==> src/rtl/fetch_pkg.sv <==
// Shared widths, reset PC and the {pc, inst} entry type used by the fetch stage.
package fetch_pkg;

    localparam int ADDR_W = 30;
    localparam int INST_W = 32;
    localparam logic [ADDR_W-1:0] RESET_PC = '0;

    typedef struct packed {
        logic [ADDR_W-1:0] pc;
        logic [INST_W-1:0] inst;
    } fetch_entry_t;

endpackage

==> src/rtl/fetch_skid_fifo.sv <==
// Two-entry skid FIFO between the ROM return path and decode.
// The head output is zero while the FIFO is empty.
module fetch_skid_fifo
    import fetch_pkg::*;
#(
    parameter type entry_t = fetch_entry_t
) (
    input  logic       clk,
    input  logic       rst_n,
    input  logic       push,
    input  logic       pop,
    input  logic       flush,
    input  entry_t     push_data,
    output logic [1:0] count,
    output entry_t     head
);

    entry_t mem [2];
    logic   wr_ptr;
    logic   rd_ptr;

    // NOTE: sequential state uses non-blocking assignments so every register
    // samples the pre-edge values of the others.
    always_ff @(posedge clk) begin
        if (!rst_n || flush) begin
            wr_ptr <= 1'b0;
            rd_ptr <= 1'b0;
            count  <= 2'd0;
        end else begin
            if (push) wr_ptr <= ~wr_ptr;
            if (pop)  rd_ptr <= ~rd_ptr;
            count <= count + 2'(push) - 2'(pop);
        end
    end

    // NOTE: storage is not reset; count and the pointers alone decide what is valid.
    always_ff @(posedge clk) begin
        if (push && !flush) mem[wr_ptr] <= push_data;
    end

    assign head = (count != 2'd0) ? mem[rd_ptr] : '0;

endmodule

==> src/rtl/inst_fetch_stage.sv <==
// MIPS instruction fetch: owns the PC, drives the synchronous ROM, pairs each
// returned word with its PC and hands the pairs to decode through a skid FIFO.
module inst_fetch_stage #(
    parameter int                ADDR_W   = fetch_pkg::ADDR_W,
    parameter int                INST_W   = fetch_pkg::INST_W,
    parameter logic [ADDR_W-1:0] RESET_PC = fetch_pkg::RESET_PC
) (
    input  logic              clk,
    input  logic              rst_n,
    output logic [ADDR_W-1:0] imem_addr,
    input  logic [INST_W-1:0] imem_inst,
    input  logic              redirect_valid,
    input  logic [ADDR_W-1:0] redirect_pc,
    output logic              out_valid,
    input  logic              out_ready,
    output logic [INST_W-1:0] out_inst,
    output logic [ADDR_W-1:0] out_pc
);

    typedef struct packed {
        logic [ADDR_W-1:0] pc;
        logic [INST_W-1:0] inst;
    } entry_t;

    logic [ADDR_W-1:0] fetch_pc;
    logic [ADDR_W-1:0] req_pc;
    logic              req_valid;
    logic              deq;
    logic              issue;
    logic              push;
    logic [1:0]        count;
    logic [2:0]        occupancy;
    entry_t            push_data;
    entry_t            head;

    // NOTE: every branch assigns imem_addr, so no latch is inferred.
    always_comb begin
        if (!rst_n)
            imem_addr = RESET_PC;
        else if (redirect_valid)
            imem_addr = redirect_pc;
        else
            imem_addr = fetch_pc;
    end

    assign out_valid = (count != 2'd0) && !redirect_valid;
    assign deq       = out_valid && out_ready;

    // Occupancy after this edge if nothing new is issued: only issue while
    // the returning word is guaranteed a free slot.
    assign occupancy = 3'(count) + 3'(req_valid) - 3'(deq);
    assign issue     = redirect_valid || (occupancy < 3'd2);

    always_ff @(posedge clk) begin
        if (!rst_n) begin
            fetch_pc  <= RESET_PC;
            req_valid <= 1'b0;
            req_pc    <= '0;
        end else if (issue) begin
            req_valid <= 1'b1;
            req_pc    <= imem_addr;
            fetch_pc  <= imem_addr + ADDR_W'(1);
        end else begin
            req_valid <= 1'b0;
        end
    end

    // A redirect discards the word returning this cycle.
    assign push      = req_valid && !redirect_valid;
    assign push_data = '{pc: req_pc, inst: imem_inst};

    fetch_skid_fifo #(
        .entry_t (entry_t)
    ) u_fifo (
        .clk       (clk),
        .rst_n     (rst_n),
        .push      (push),
        .pop       (deq),
        .flush     (redirect_valid),
        .push_data (push_data),
        .count     (count),
        .head      (head)
    );

    assign out_inst = head.inst;
    assign out_pc   = head.pc;

endmodule

==> config.mk <==
export PLATFORM = sky130hd
export DESIGN_NAME = inst_fetch_stage
export DESIGN_NICKNAME = d
export VERILOG_FILES = /design/src/rtl/fetch_pkg.sv /design/src/rtl/fetch_skid_fifo.sv /design/src/rtl/inst_fetch_stage.sv
export SDC_FILE = /design/constraint.sdc
export NUM_CORES = 1
export LEC_CHECK = 0
export CAP_MARGIN = 40
export CORE_MARGIN = 3
export CORE_UTILIZATION = 52
export CTS_CLUSTER_SIZE = 25
export DETAILED_ROUTE_END_ITERATION = 8
export GPL_TIMING_DRIVEN = 0
export PLACE_DENSITY = 0.8
export SETUP_SLACK_MARGIN = 0.15
export SYNTH_ARGS = -nofsm -noshare
export SYNTH_HDL_FRONTEND = slang
export SYNTH_SLANG_ARGS = --single-unit
export TNS_END_PERCENT = 1
==> constraint.sdc <==
create_clock -name clk -period 6.94 [get_ports clk]
set_input_delay 1.388 -clock clk [delete_from_list [all_inputs] [get_ports clk]]
set_output_delay 1.388 -clock clk [all_outputs]
set_load 0.05 [all_outputs]
==> results of run 1 <==
-- worst max-delay path: stages --
cell and delay (ns):
sky130_fd_sc_hd__clkdlybuf4s50_1 0.63, sky130_fd_sc_hd__buf_2 0.35, sky130_fd_sc_hd__clkbuf_1 0.61, sky130_fd_sc_hd__clkbuf_1 0.53, sky130_fd_sc_hd__nand2_1 0.26, sky130_fd_sc_hd__inv_1 0.11, sky130_fd_sc_hd__clkdlybuf4s50_1 0.81
-- path summary, 6_finish.rpt --
kind	start	to	slack, ns	cells after the start
max reg2reg	u_fifo.count[1]$_SDFF_PP0_	req_pc[6]$_SDFFE_PN0P_	3.25	12
max	rst_n	imem_addr[12]	0.86	7
min reg2reg	req_pc[26]$_SDFFE_PN0P_	u_fifo.mem[1][58]$_DFFE_PP_	0.46	0
min	req_pc[26]$_SDFFE_PN0P_	u_fifo.mem[1][58]$_DFFE_PP_	0.46	0
-- power by group --
part | total (W) | switching [W] | internal (W)
logic | 0.000363 | 0.000229 | 0.000135
registers | 0.00129 | 0.0000282 | 0.00126
clock network | 0.000911 | 0.000418 | 0.000493
total | 0.00256 | 0.000675 | 0.00189
-- placed cells by master, fill, tap and decap left out, drive strengths merged, types with 24 or more instances in the layout --
| cell | netlist | routed |
|---|---|---|
| nand2 | 59 | 59 |
| edfxtp | 124 | 124 |
| inv | 25 | 29 |
| o21ai | 25 | 25 |
| mux2i | 81 | 81 |
| buf | 21 | 24 |
| nor2 | 107 | 107 |
| clkbuf | 20 | 37 |
| dfxtp | 66 | 66 |
| clkdlybuf4s50 | 0 | 157 |
| nand3 | 24 | 24 |
-- logic make-up (layout without fill, tap and decap cells) --
| kind of cell | count (synthesis) | count (layout) |
|---|---|---|
| and+or+nand+nor | 237 | 237 |
| DFF | 190 | 190 |
| AOI/OAI and AO/OA | 98 | 98 |
| muxes | 94 | 94 |
| buffers and inverters | 66 | 257 |
| xor gates and xnor gates | 18 | 18 |
| adders and majority gates | 5 | 5 |
-- metrics by stage --
stage	TNS (ns)	util	hold WS (ns)	cells
floorplan	0	-	0.419	708
global placement	-10.19	0.661	0.436	1076
detailed placement	0	0.665	0.440	1079
CTS	0	0.700	0.456	1110
global route	0	0.700	0.474	1110
finish	0	0.700	0.456	1110
-- cell type report --
cell class	count	area share
clock inverters	14	0.0109
flip-flops and latches	190	0.464
repair buffers	160	0.150
multi-input cells	452	0.283
plain buffers	41	0.0205
well taps	211	0.0243
inverters	25	0.00863
clock buffers	17	0.0391
-- registers in the layout (all words and copies together) (netlist names), named ones only --
| register | count |
|---|---|
| u_fifo.mem | 124 |
| fetch_pc | 30 |
| req_pc | 30 |
| u_fifo.count | 2 |
| req_valid | 1 |
| u_fifo.rd_ptr | 1 |
| u_fifo.wr_ptr | 1 |
-- per-layer routing --
layer | vias up | global-route usage | part of all wire
met1 | 3019 | 0.317 | 0.41
met5 | - | 0 | 0
met4 | 0 | 0.108 | 0.025
met3 | 36 | 0.0468 | 0.068
met2 | 275 | 0.424 | 0.49
li1 | 2921 | - | -
==> metrics.log, run 1 <==
INFO  metric run_status = complete, no violations
INFO  metric p_leak = 3.86 nW
INFO  metric register_area = 0.00504 mm^2
INFO  metric finalMaxSlewViolations = 0
INFO  metric postSynthNetCount = 779
INFO  metric dieWidth = 133 um
INFO  metric start_kind = input port
INFO  metric critical_path_required = approximately 5.6 ns
INFO  metric die-height = 133 um
INFO  metric ys_top_cells_by_count = 124 x sky130_fd_sc_hd__edfxtp_1, 105 x sky130_fd_sc_hd__nor2_1, 81 x sky130_fd_sc_hd__mux2i_1, 66 x sky130_fd_sc_hd__dfxtp_1, 58 x sky130_fd_sc_hd__nand2_1
INFO  metric drt_iter0_drc = 464
INFO  metric synth.top_cell.area_share = 0.442
INFO  metric cp-end-kind = primary output
INFO  metric clk_root_buffer_cell = sky130_fd_sc_hd__clkbuf_16
INFO  metric synth_xor_area_frac = 0.0187
INFO  metric synth_seq_cells = 190
INFO  metric portBuffers = between 150 and 200
INFO  metric area.growth.synth_to_final = 29.0%
INFO  metric async_flop_share = 0
INFO  metric finClkSkew = ~0.0077 ns
INFO  metric finalSetupViolations = 0
INFO  metric boundaryPins = 159
INFO  metric worst_pin_slew = 0.878 ns
INFO  metric htree_num_levels = 4
INFO  metric wl_per_cell = 19.9 um
INFO  metric cts.hold.buffers_added = 0
INFO  metric synth_sequential_area_ratio = 0.598
INFO  metric maxSlewHeadroom = 0.415
INFO  metric post_synth_num_cell_types = 61
INFO  metric grt_antenna_before_repair = 0
INFO  metric crit_type = input port to primary output
INFO  metric pwr_cell_area = around 240 mW/mm^2
INFO  metric max-vdd-ir-drop = 183 uV
INFO  metric cts_max_path_bufs = 2
INFO  metric number_of_optimization_iterations_in_the_first_detailed_route_pass = 6
INFO  metric worst_skew_pair.late_latency = between 0.4 and 0.5 ns
INFO  metric synth_enable_flop_cells = 124
INFO  metric ant_nets = 0
INFO  metric tritoncts = yes
INFO  metric largest_net_degree_at_the_start_of_global_routing = 63
INFO  metric post_synth_and_or_nand_nor_area_fraction = 0.137
INFO  metric post_synth_main_area_contributors = sky130_fd_sc_hd__edfxtp_1 44%, sky130_fd_sc_hd__dfxtp_1 16%, sky130_fd_sc_hd__mux2i_1 9.6%, sky130_fd_sc_hd__nor2_1 4.7%, sky130_fd_sc_hd__nand2_1 2.6%
INFO  metric gr-usage-all-layers = 0.251
INFO  metric synth.area.mux_share = 0.114
INFO  metric fin_crit = approximately 6.1 ns
INFO  metric timing.hold.worst.class = flop to flop
INFO  metric total_power = 0.00256 W
INFO  metric post_synth_fa_ha_maj_area_fraction = 0.00831
INFO  metric grt_first_pass_wirelength = around 35 mm
INFO  metric final_instance_area = 0.0109 mm^2
INFO  metric synthFlopType = sky130_fd_sc_hd__edfxtp_1
INFO  metric first_global_vias = 6405
INFO  metric tritoncts.num_buffers = 17
INFO  metric layout.nets = 958
INFO  metric die-area = 0.0178 mm^2
INFO  metric worst-endpoint-arrival = around 4.7 ns
INFO  metric placement.setup.worst_slack = 0.954 ns
INFO  metric syn_inst = 708
INFO  metric cts_setup_buffers = 0
INFO  metric maxCapViolations = 0
INFO  metric synth-compound-area-share = 0.0862
INFO  metric placed_area = approximately 0.010 mm^2
INFO  metric grt_overflow_total = 0
INFO  metric post-route-period-util = 0.876
INFO  metric critical_path_peak_fanout = 10
INFO  metric core-area = 0.0155 mm^2
INFO  metric clk_pin_slew = 0.06 ns
INFO  metric drive_gt1_frac = 0.0901
INFO  metric post_synth_instance_area = approximately 0.0084 mm^2
INFO  metric combinational_family_with_the_most_area_after_synthesis = simple AND/OR/NAND/NOR gates
INFO  metric cts_resized = 0
INFO  metric cts.sinks = 190
INFO  metric total_detailed_routing_wirelength = 22.1 mm
INFO  metric globalplace.congestion = between 0.9 and 1
INFO  metric route.vias.total = 6251
INFO  metric max_freq = 0.164 GHz
INFO  metric combined_area_of_the_multi_input_logic_cells = 0.00308 mm^2
INFO  metric hold_violations = 0
INFO  metric n_antenna_cell = 0
INFO  metric synth_most_common_cell = sky130_fd_sc_hd__edfxtp_1
INFO  metric floorplan.initialDensity = 0.543
INFO  metric drt-vias-per-instance = 5.63
INFO  metric synth.avg_cell_area = 11.9 um^2
INFO  metric yosys.area.top_type = sky130_fd_sc_hd__edfxtp_1
INFO  metric placement_rows = 45
INFO  metric yosysWarnings = 0
INFO  metric grt_setup_unrepaired = no
INFO  metric drc_errors_left = 0
INFO  metric fill_cells = 1109
INFO  metric postLayoutSetupSlackWorst = 0.857 ns
INFO  metric dpl.hpwl = approximately 16 mm
(Power assumes the default switching activity.)
==> run 2, diff against run 1 <==
- CAP_MARGIN: 40 -> unset
==> run 2 against run 1 <==
  * Via count increased by 0.40%
  * Sequential power about the same
  * Largest power group unchanged
  * Sequential share of layout area increased by 0.12 points
  * Global-route usage decreased by 0.17 points
  * First-iteration DRC count decreased by 8.8%
  * Clock power decreased by 3.4%
  * Worst hold slack improved by 0.0039 ns
  * Highest routed layer unchanged
  * Critical path depth unchanged
  * Total power decreased by 1.2%
  * Flip-flop and latch count unchanged
  * Non-clock buffer count decreased by 1
==> metrics.log, run 2 (synthesis gave the netlist of run 1 again) <==
INFO  metric placement_rows = 45 (unchanged)
INFO  metric final_common_cell = sky130_fd_sc_hd__clkdlybuf4s50_1
INFO  metric drt-vias-per-instance = 5.65 (+0.40%)
INFO  metric finClkSkew = 0.00647 ns (-0.00120 ns)
INFO  metric boundaryPins = 159 (unchanged)
INFO  metric path_cells = clkdlybuf4s50_1 -> buf_2 -> clkbuf_1 -> clkbuf_1 -> nand2_1 -> inv_1 -> clkdlybuf4s50_1
INFO  metric cts_resized = 0 (unchanged)
INFO  metric core-area = 0.0155 mm^2 (unchanged)
INFO  metric max_freq = 0.164 GHz (-0.33%)
INFO  metric max-vdd-ir-drop = 180 uV (-1.6%)
INFO  metric post-route-period-util = 0.879 (+0.00293)
INFO  metric mostFrequentLayoutCells = 157 x sky130_fd_sc_hd__clkdlybuf4s50_1, 124 x sky130_fd_sc_hd__edfxtp_1, 105 x sky130_fd_sc_hd__nor2_1
INFO  metric grt_setup_unrepaired = no
INFO  metric cts.sinks = 190 (unchanged)
INFO  metric fin_crit = 6.10 ns (+0.0203 ns)
INFO  metric gr-usage-all-layers = 0.249 (-0.00175)
INFO  metric drc_errors_left = 0 (unchanged)
INFO  metric drt_iter0_drc = 423 (-8.8%)
INFO  metric number_of_optimization_iterations_in_the_first_detailed_route_pass = 7 (+1)
INFO  metric placed_area = 0.0103 mm^2 (about the same)
INFO  metric crit_path_start = rst_n
INFO  metric pwr_cell_area = 233 mW/mm^2 (-0.98%)
INFO  metric timing.critical_path.slowest_cell_delay = 0.81 ns (about the same)
INFO  metric reg2regPathDepth = 12 (unchanged)
INFO  metric cts.hold.buffers_added = 0 (unchanged)
INFO  metric timing.hold.worst.class = flop to flop
INFO  metric final_instance_area = 0.0108 mm^2 (-0.25%)
INFO  metric layout_top_registers = u_fifo.mem: 124 flops, fetch_pc: 30 flops, req_pc: 30 flops
INFO  metric n_antenna_cell = 0 (unchanged)
INFO  metric grt_overflow_total = 0 (unchanged)
INFO  metric clk_pin_slew = 0.07 ns (about the same)
INFO  metric grt_antenna_before_repair = 0 (unchanged)
INFO  metric dieWidth = 133 um (unchanged)
INFO  metric worst_pin_slew = 0.886 ns (+0.00830 ns)
INFO  metric layout.nets = 957 (-0.10%)
INFO  metric finalSetupViolations = 0 (unchanged)
INFO  metric maxCapViolations = 0 (unchanged)
INFO  metric htree_num_levels = 4 (unchanged)
INFO  metric worst-endpoint-arrival = 4.72 ns (+0.03 ns)
INFO  metric critical_path_required = 5.55 ns (about the same)
INFO  metric hold_violations = 0 (unchanged)
INFO  metric postLayoutCoreUtil = 0.698 (-0.00177)
INFO  metric maxSlewHeadroom = 0.407 (-0.00771)
INFO  metric run_status = complete, no violations
INFO  metric globalplace.congestion = 0.942 (unchanged)
INFO  metric first_global_vias = 6294 (-1.7%)
INFO  metric worst_r2r_startpoint = u_fifo.count[1]$_SDFF_PP0_
INFO  metric ant_nets = 0 (unchanged)
INFO  metric regToRegSetupSlack = 2.84 ns (-0.41 ns)
INFO  metric largest-register = u_fifo.mem
INFO  metric cp-end-kind = primary output
INFO  metric fill_cells = 1104 (-0.45%)
INFO  metric cts_max_path_bufs = 2 (unchanged)
INFO  metric grt_first_pass_wirelength = 34.3 mm (-0.95%)
INFO  metric worst_skew_pair.late_latency = 0.43 ns (about the same)
INFO  metric die-height = 133 um (unchanged)
INFO  metric portBuffers = 157 (unchanged)
INFO  metric cp_slowest_cell = sky130_fd_sc_hd__clkdlybuf4s50_1
INFO  metric critical_path_peak_fanout = 10 (unchanged)
INFO  metric area.growth.synth_to_final = 28.7%
INFO  metric total_detailed_routing_wirelength = 22.1 mm (-0.30%)
INFO  metric register_area = 0.00504 mm^2 (unchanged)
INFO  metric postLayoutSetupSlackWorst = 0.837 ns (-0.0203 ns)
INFO  metric dpl.hpwl = 15.8 mm (about the same)
INFO  metric route.vias.total = 6276 (+0.40%)
INFO  metric combined_area_of_the_multi_input_logic_cells = 0.00308 mm^2 (unchanged)
INFO  metric placement.setup.worst_slack = 0.918 ns (-0.0355 ns)
INFO  metric cts_setup_buffers = 0 (unchanged)
INFO  metric regToRegEndpoint = req_pc[6]$_SDFFE_PN0P_
INFO  metric tritoncts = yes
INFO  metric clk_root_buffer_cell = sky130_fd_sc_hd__clkbuf_16
INFO  metric setup.worst_path.end = imem_addr[12]
INFO  metric crit_type = input port to primary output
INFO  metric finalMaxSlewViolations = 0 (unchanged)
INFO  metric largest_net_degree_at_the_start_of_global_routing = 63 (unchanged)
INFO  metric tritoncts.num_buffers = 17 (unchanged)
INFO  metric floorplan.initialDensity = 0.543 (unchanged)
INFO  metric wl_per_cell = 19.9 um (-0.30%)
INFO  metric largest_register_ff_count = 124 (unchanged)
INFO  metric drive_gt1_frac = 0.0890 (-0.00111)
INFO  metric start_kind = input port
INFO  metric die-area = 0.0178 mm^2 (unchanged)
INFO  metric p_leak = 3.85 nW (-0.25%)
-- run 2: cell types whose count changed in the layout (fill, tap and decap cells not counted), sizes merged --
cell and change:
buf -1, clkinv +1, bufinv -1, clkbuf +2, clkinvlp -1
-- run 2: critical path: cells and delay by family --
kind	cells	cell delay (ns)
AND/OR/NAND/NOR	1	0.25
buffers and inverters	6	3.07
-- run 2: worst min-delay path by stage --
stage | from | slack [ns] | depth (start not counted) | end
floorplan | req_pc[27]$_SDFFE_PN0P_ | 0.42 | 0 | u_fifo.mem[0][59]$_DFFE_PP_
global placement | req_pc[16]$_SDFFE_PN0P_ | 0.44 | 0 | u_fifo.mem[0][48]$_DFFE_PP_
detailed placement | req_pc[29]$_SDFFE_PN0P_ | 0.44 | 0 | u_fifo.mem[1][61]$_DFFE_PP_
CTS | req_pc[29]$_SDFFE_PN0P_ | 0.46 | 0 | u_fifo.mem[0][61]$_DFFE_PP_
finish | req_pc[23]$_SDFFE_PN0P_ | 0.46 | 0 | u_fifo.mem[0][55]$_DFFE_PP_
global route | req_pc[15]$_SDFFE_PN0P_ | 0.48 | 0 | u_fifo.mem[1][47]$_DFFE_PP_
-- run 2: cell type report --
class                           instances  area share
Multi-Input combinational cell        452       0.284
Clock inverter                         13     0.00842
Sequential cell                       190       0.465
Buffer                                 41      0.0205
Inverter                               25     0.00865
Tap cell                              211      0.0243
Clock buffer                           19      0.0399
Timing Repair Buffer                  159       0.149
-- run 2: metal layers --
layer,vias to the layer above,GRT usage,share of wire
met5,-,0,0
met4,0,0.0994,0.028
met3,43,0.0521,0.069
met2,273,0.415,0.48
met1,3035,0.320,0.42
li1,2925,-,-
-- run 2: metrics by stage --
| step | total power [W] | std cells | hold slack, ns | TNS, ns |
|---|---|---|---|---|
| 2_1_floorplan | 0.00152 | 708 | 0.419 | 0 |
| 3_3_place_gp | 0.00166 | 1076 | 0.436 | -10.19 |
| 3_5_place_dp | 0.00167 | 1078 | 0.442 | 0 |
| 4_1_cts | 0.00254 | 1110 | 0.458 | 0 |
| 5_1_grt | 0.00261 | 1110 | 0.475 | 0 |
| 6_report | 0.00253 | 1110 | 0.460 | 0 |
-- run 2: report_power, final --
group	leakage (nW)	switching [W]	total [W]	internal [W]
logic	1.90	0.000228	0.000363	0.000134
registers	1.70	0.0000283	0.00129	0.00126
clock network	0.256	0.000420	0.000880	0.000460
==> run 3, diff against run 2 <==
- CORE_UTILIZATION: 52 -> 47
- PLACE_DENSITY: 0.8 -> 0.76
- clock period: 6.94 -> 5.25 ns (I/O delays scaled with it)
==> run 3 against run 2 <==
  * Setup slack worse by 0.54 ns
  * Non-clock buffer count down 1
  * Sequential power grew 32%
  * Critical path depth shrank 1
  * Via count down 2.2%
  * First-iteration DRC count fell by 28%
  * Global-route usage down 3.1 points
  * Combinational power increased by 31%
  * Total power up 34%
  * Critical path type unchanged
  * Largest power group unchanged
==> metrics.log, run 3 (synthesis gave the netlist of run 1 again) <==
INFO  metric clk_root_buffer_cell = sky130_fd_sc_hd__clkbuf_16
INFO  metric hold_violations = 0 (unchanged)
INFO  metric mostFrequentLayoutCells = 157 x sky130_fd_sc_hd__clkdlybuf4s50_1, 124 x sky130_fd_sc_hd__edfxtp_1, 105 x sky130_fd_sc_hd__nor2_1
INFO  metric start_kind = input port
INFO  metric route.vias.total = 6135 (-2.2%)
INFO  metric postLayoutSetupSlackWorst = 0.302 ns (-0.535 ns)
INFO  metric max-vdd-ir-drop = 262 uV (+46%)
INFO  metric wl_per_cell = 18.8 um (-5.2%)
INFO  metric crit_type = input port to primary output
INFO  metric die-area = 0.0196 mm^2 (+10%)
INFO  metric grt_overflow_total = 0 (unchanged)
INFO  metric htree_num_levels = 4 (unchanged)
INFO  metric finalMaxSlewViolations = 0 (unchanged)
INFO  metric worst-endpoint-arrival = 3.90 ns (-0.82 ns)
INFO  metric grt_antenna_before_repair = 0 (unchanged)
INFO  metric fin_crit = 4.95 ns
INFO  metric worst_pin_slew = 0.861 ns (-0.0249 ns)
INFO  metric largest-register = u_fifo.mem
INFO  metric largest_register_ff_count = 124 (unchanged)
INFO  metric critical_path_peak_fanout = 10 (unchanged)
INFO  metric placed_cells = 1092 (+1.3%)
INFO  metric cts_max_path_bufs = 2 (unchanged)
INFO  metric cts.hold.buffers_added = 0 (unchanged)
INFO  metric final_instance_area = 0.0109 mm^2 (+0.37%)
INFO  metric drt_iter0_drc = 306 (-28%)
INFO  metric portBuffers = 157 (unchanged)
INFO  metric grt_setup_unrepaired = no
INFO  metric cts_setup_buffers = 0 (unchanged)
INFO  metric finish.cell_count_without_fillers = 1123 (+1.2%)
INFO  metric tritoncts = yes
INFO  metric tritoncts.num_buffers = 17 (unchanged)
INFO  metric placed_area = 0.0103 mm^2 (+0.17%)
INFO  metric cp_slowest_cell = sky130_fd_sc_hd__clkdlybuf4s50_1
INFO  metric boundaryPins = 159 (unchanged)
INFO  metric p_leak = 3.87 nW (+0.53%)
INFO  metric dieWidth = 140 um (+4.9%)
INFO  metric timing.setup.tns = 0 ns (unchanged)
INFO  metric path_cells = clkdlybuf4s50_1 -> inv_2 -> clkbuf_1 -> buf_1 -> nor2_1 -> clkdlybuf4s50_1
INFO  metric max_freq = 0.202 GHz
INFO  metric maxCapViolations = 0 (unchanged)
INFO  metric finClkSkew = 0.0110 ns (+0.00456 ns)
INFO  metric finalSetupViolations = 0 (unchanged)
INFO  metric floorplan.initialDensity = 0.484 (-0.0585)
INFO  metric placement_rows = 48 (+6.7%)
INFO  metric dpl.hpwl = 15.2 mm (-3.4%)
INFO  metric run_status = complete, no violations
INFO  metric cts.sinks = 190 (unchanged)
INFO  metric fill_cells = 1407 (+27%)
INFO  metric pwr_cell_area = 311 mW/mm^2 (+33%)
INFO  metric drive_gt1_frac = 0.0924 (+0.00344)
INFO  metric first_global_vias = 6090 (-3.2%)
INFO  metric timing.critical_path.slowest_cell_delay = 0.75 ns (-0.06 ns)
INFO  metric placement.setup.worst_slack = -0.00327 ns (-0.922 ns)
INFO  metric number_of_optimization_iterations_in_the_first_detailed_route_pass = 4 (-3)
INFO  metric final_common_cell = sky130_fd_sc_hd__clkdlybuf4s50_1
INFO  metric area.growth.synth_to_final = 29.1%
INFO  metric total_detailed_routing_wirelength = 21.2 mm (-4.1%)
INFO  metric timing.hold.worst.class = flop to flop
INFO  metric cp-end-kind = primary output
INFO  metric worst_skew_pair.late_latency = 0.43 ns (about the same)
INFO  metric die-height = 140 um (+4.9%)
INFO  metric grt_first_pass_wirelength = 33.2 mm (-3.2%)
INFO  metric ant_nets = 0 (unchanged)
INFO  metric critical_path_required = 4.20 ns (-1.35 ns)
INFO  metric layout.nets = 956 (-0.10%)
INFO  metric globalplace.congestion = 0.934 (-0.85%)
INFO  metric drt-vias-per-instance = 5.46 (-3.4%)
INFO  metric maxSlewHeadroom = 0.424 (+0.0167)
INFO  metric largest_net_degree_at_the_start_of_global_routing = 63 (unchanged)
INFO  metric post-route-period-util = 0.943
INFO  metric clk_pin_slew = 0.06 ns (about the same)
INFO  metric core-area = 0.0174 mm^2 (+12%)
INFO  metric cpMostUsedCell = sky130_fd_sc_hd__clkdlybuf4s50_1
INFO  metric gr-usage-all-layers = 0.218 (-0.0309)
INFO  metric drc_errors_left = 0 (unchanged)
INFO  metric layout_top_registers = u_fifo.mem: 124 flops, fetch_pc: 30 flops, req_pc: 30 flops
INFO  metric cts_resized = 0 (unchanged)
INFO  metric n_antenna_cell = 0 (unchanged)
-- run 3: layout make-up --
type / count / area [um^2] / share of cell area
Sequential cell: 190 / 5040 / 0.463
Multi-Input combinational cell: 452 / 3080 / 0.283
Timing Repair Buffer: 159 / 1620 / 0.149
Clock buffer: 18 / 429 / 0.0394
Tap cell: 225 / 282 / 0.0259
Buffer: 40 / 219 / 0.0201
Clock inverter: 14 / 121 / 0.0111
Inverter: 25 / 93.8 / 0.00862
-- run 3: per-layer routing --
metal,vias up,track usage,wire length (um)
met1,2912,0.288,9210
met2,249,0.354,9910
met5,-,0,0
met4,0,0.0862,729
met3,48,0.0464,1300
li1,2926,-,-
-- run 3: path summary, 6_finish.rpt --
kind / from / endpoint / slack [ns] / depth (start not counted)
worst max-delay path: rst_n / imem_addr[0] / 0.30 / 6
worst min-delay path: req_pc[0]$_SDFFE_PN0P_ / u_fifo.mem[1][32]$_DFFE_PP_ / 0.45 / 0
worst max register to register: u_fifo.count[1]$_SDFF_PP0_ / req_pc[15]$_SDFFE_PN0P_ / 1.15 / 12
worst min register to register: req_pc[0]$_SDFFE_PN0P_ / u_fifo.mem[1][32]$_DFFE_PP_ / 0.45 / 0
-- run 3: worst max-delay path: cells and delay by family --
family                 cells  cell delay (ns)
AND/OR/NAND/NOR            1             0.23
buffers and inverters      5             2.60
-- run 3: metrics by stage --
step / total power (W) / hold WS [ns] / utilization
after CTS: 0.00340 / 0.455 / 0.625
final: 0.00339 / 0.452 / 0.625
after detailed placement: 0.00221 / 0.439 / 0.594
after global placement: 0.00220 / 0.433 / 0.591
after floorplan: 0.00201 / 0.419 / -
after global routing: 0.00351 / 0.471 / 0.625
-- run 3: power breakdown --
part,internal (W),switching (W)
clock network,0.000655,0.000554
registers,0.00167,0.0000361
logic,0.000177,0.000297
total,0.00250,0.000887
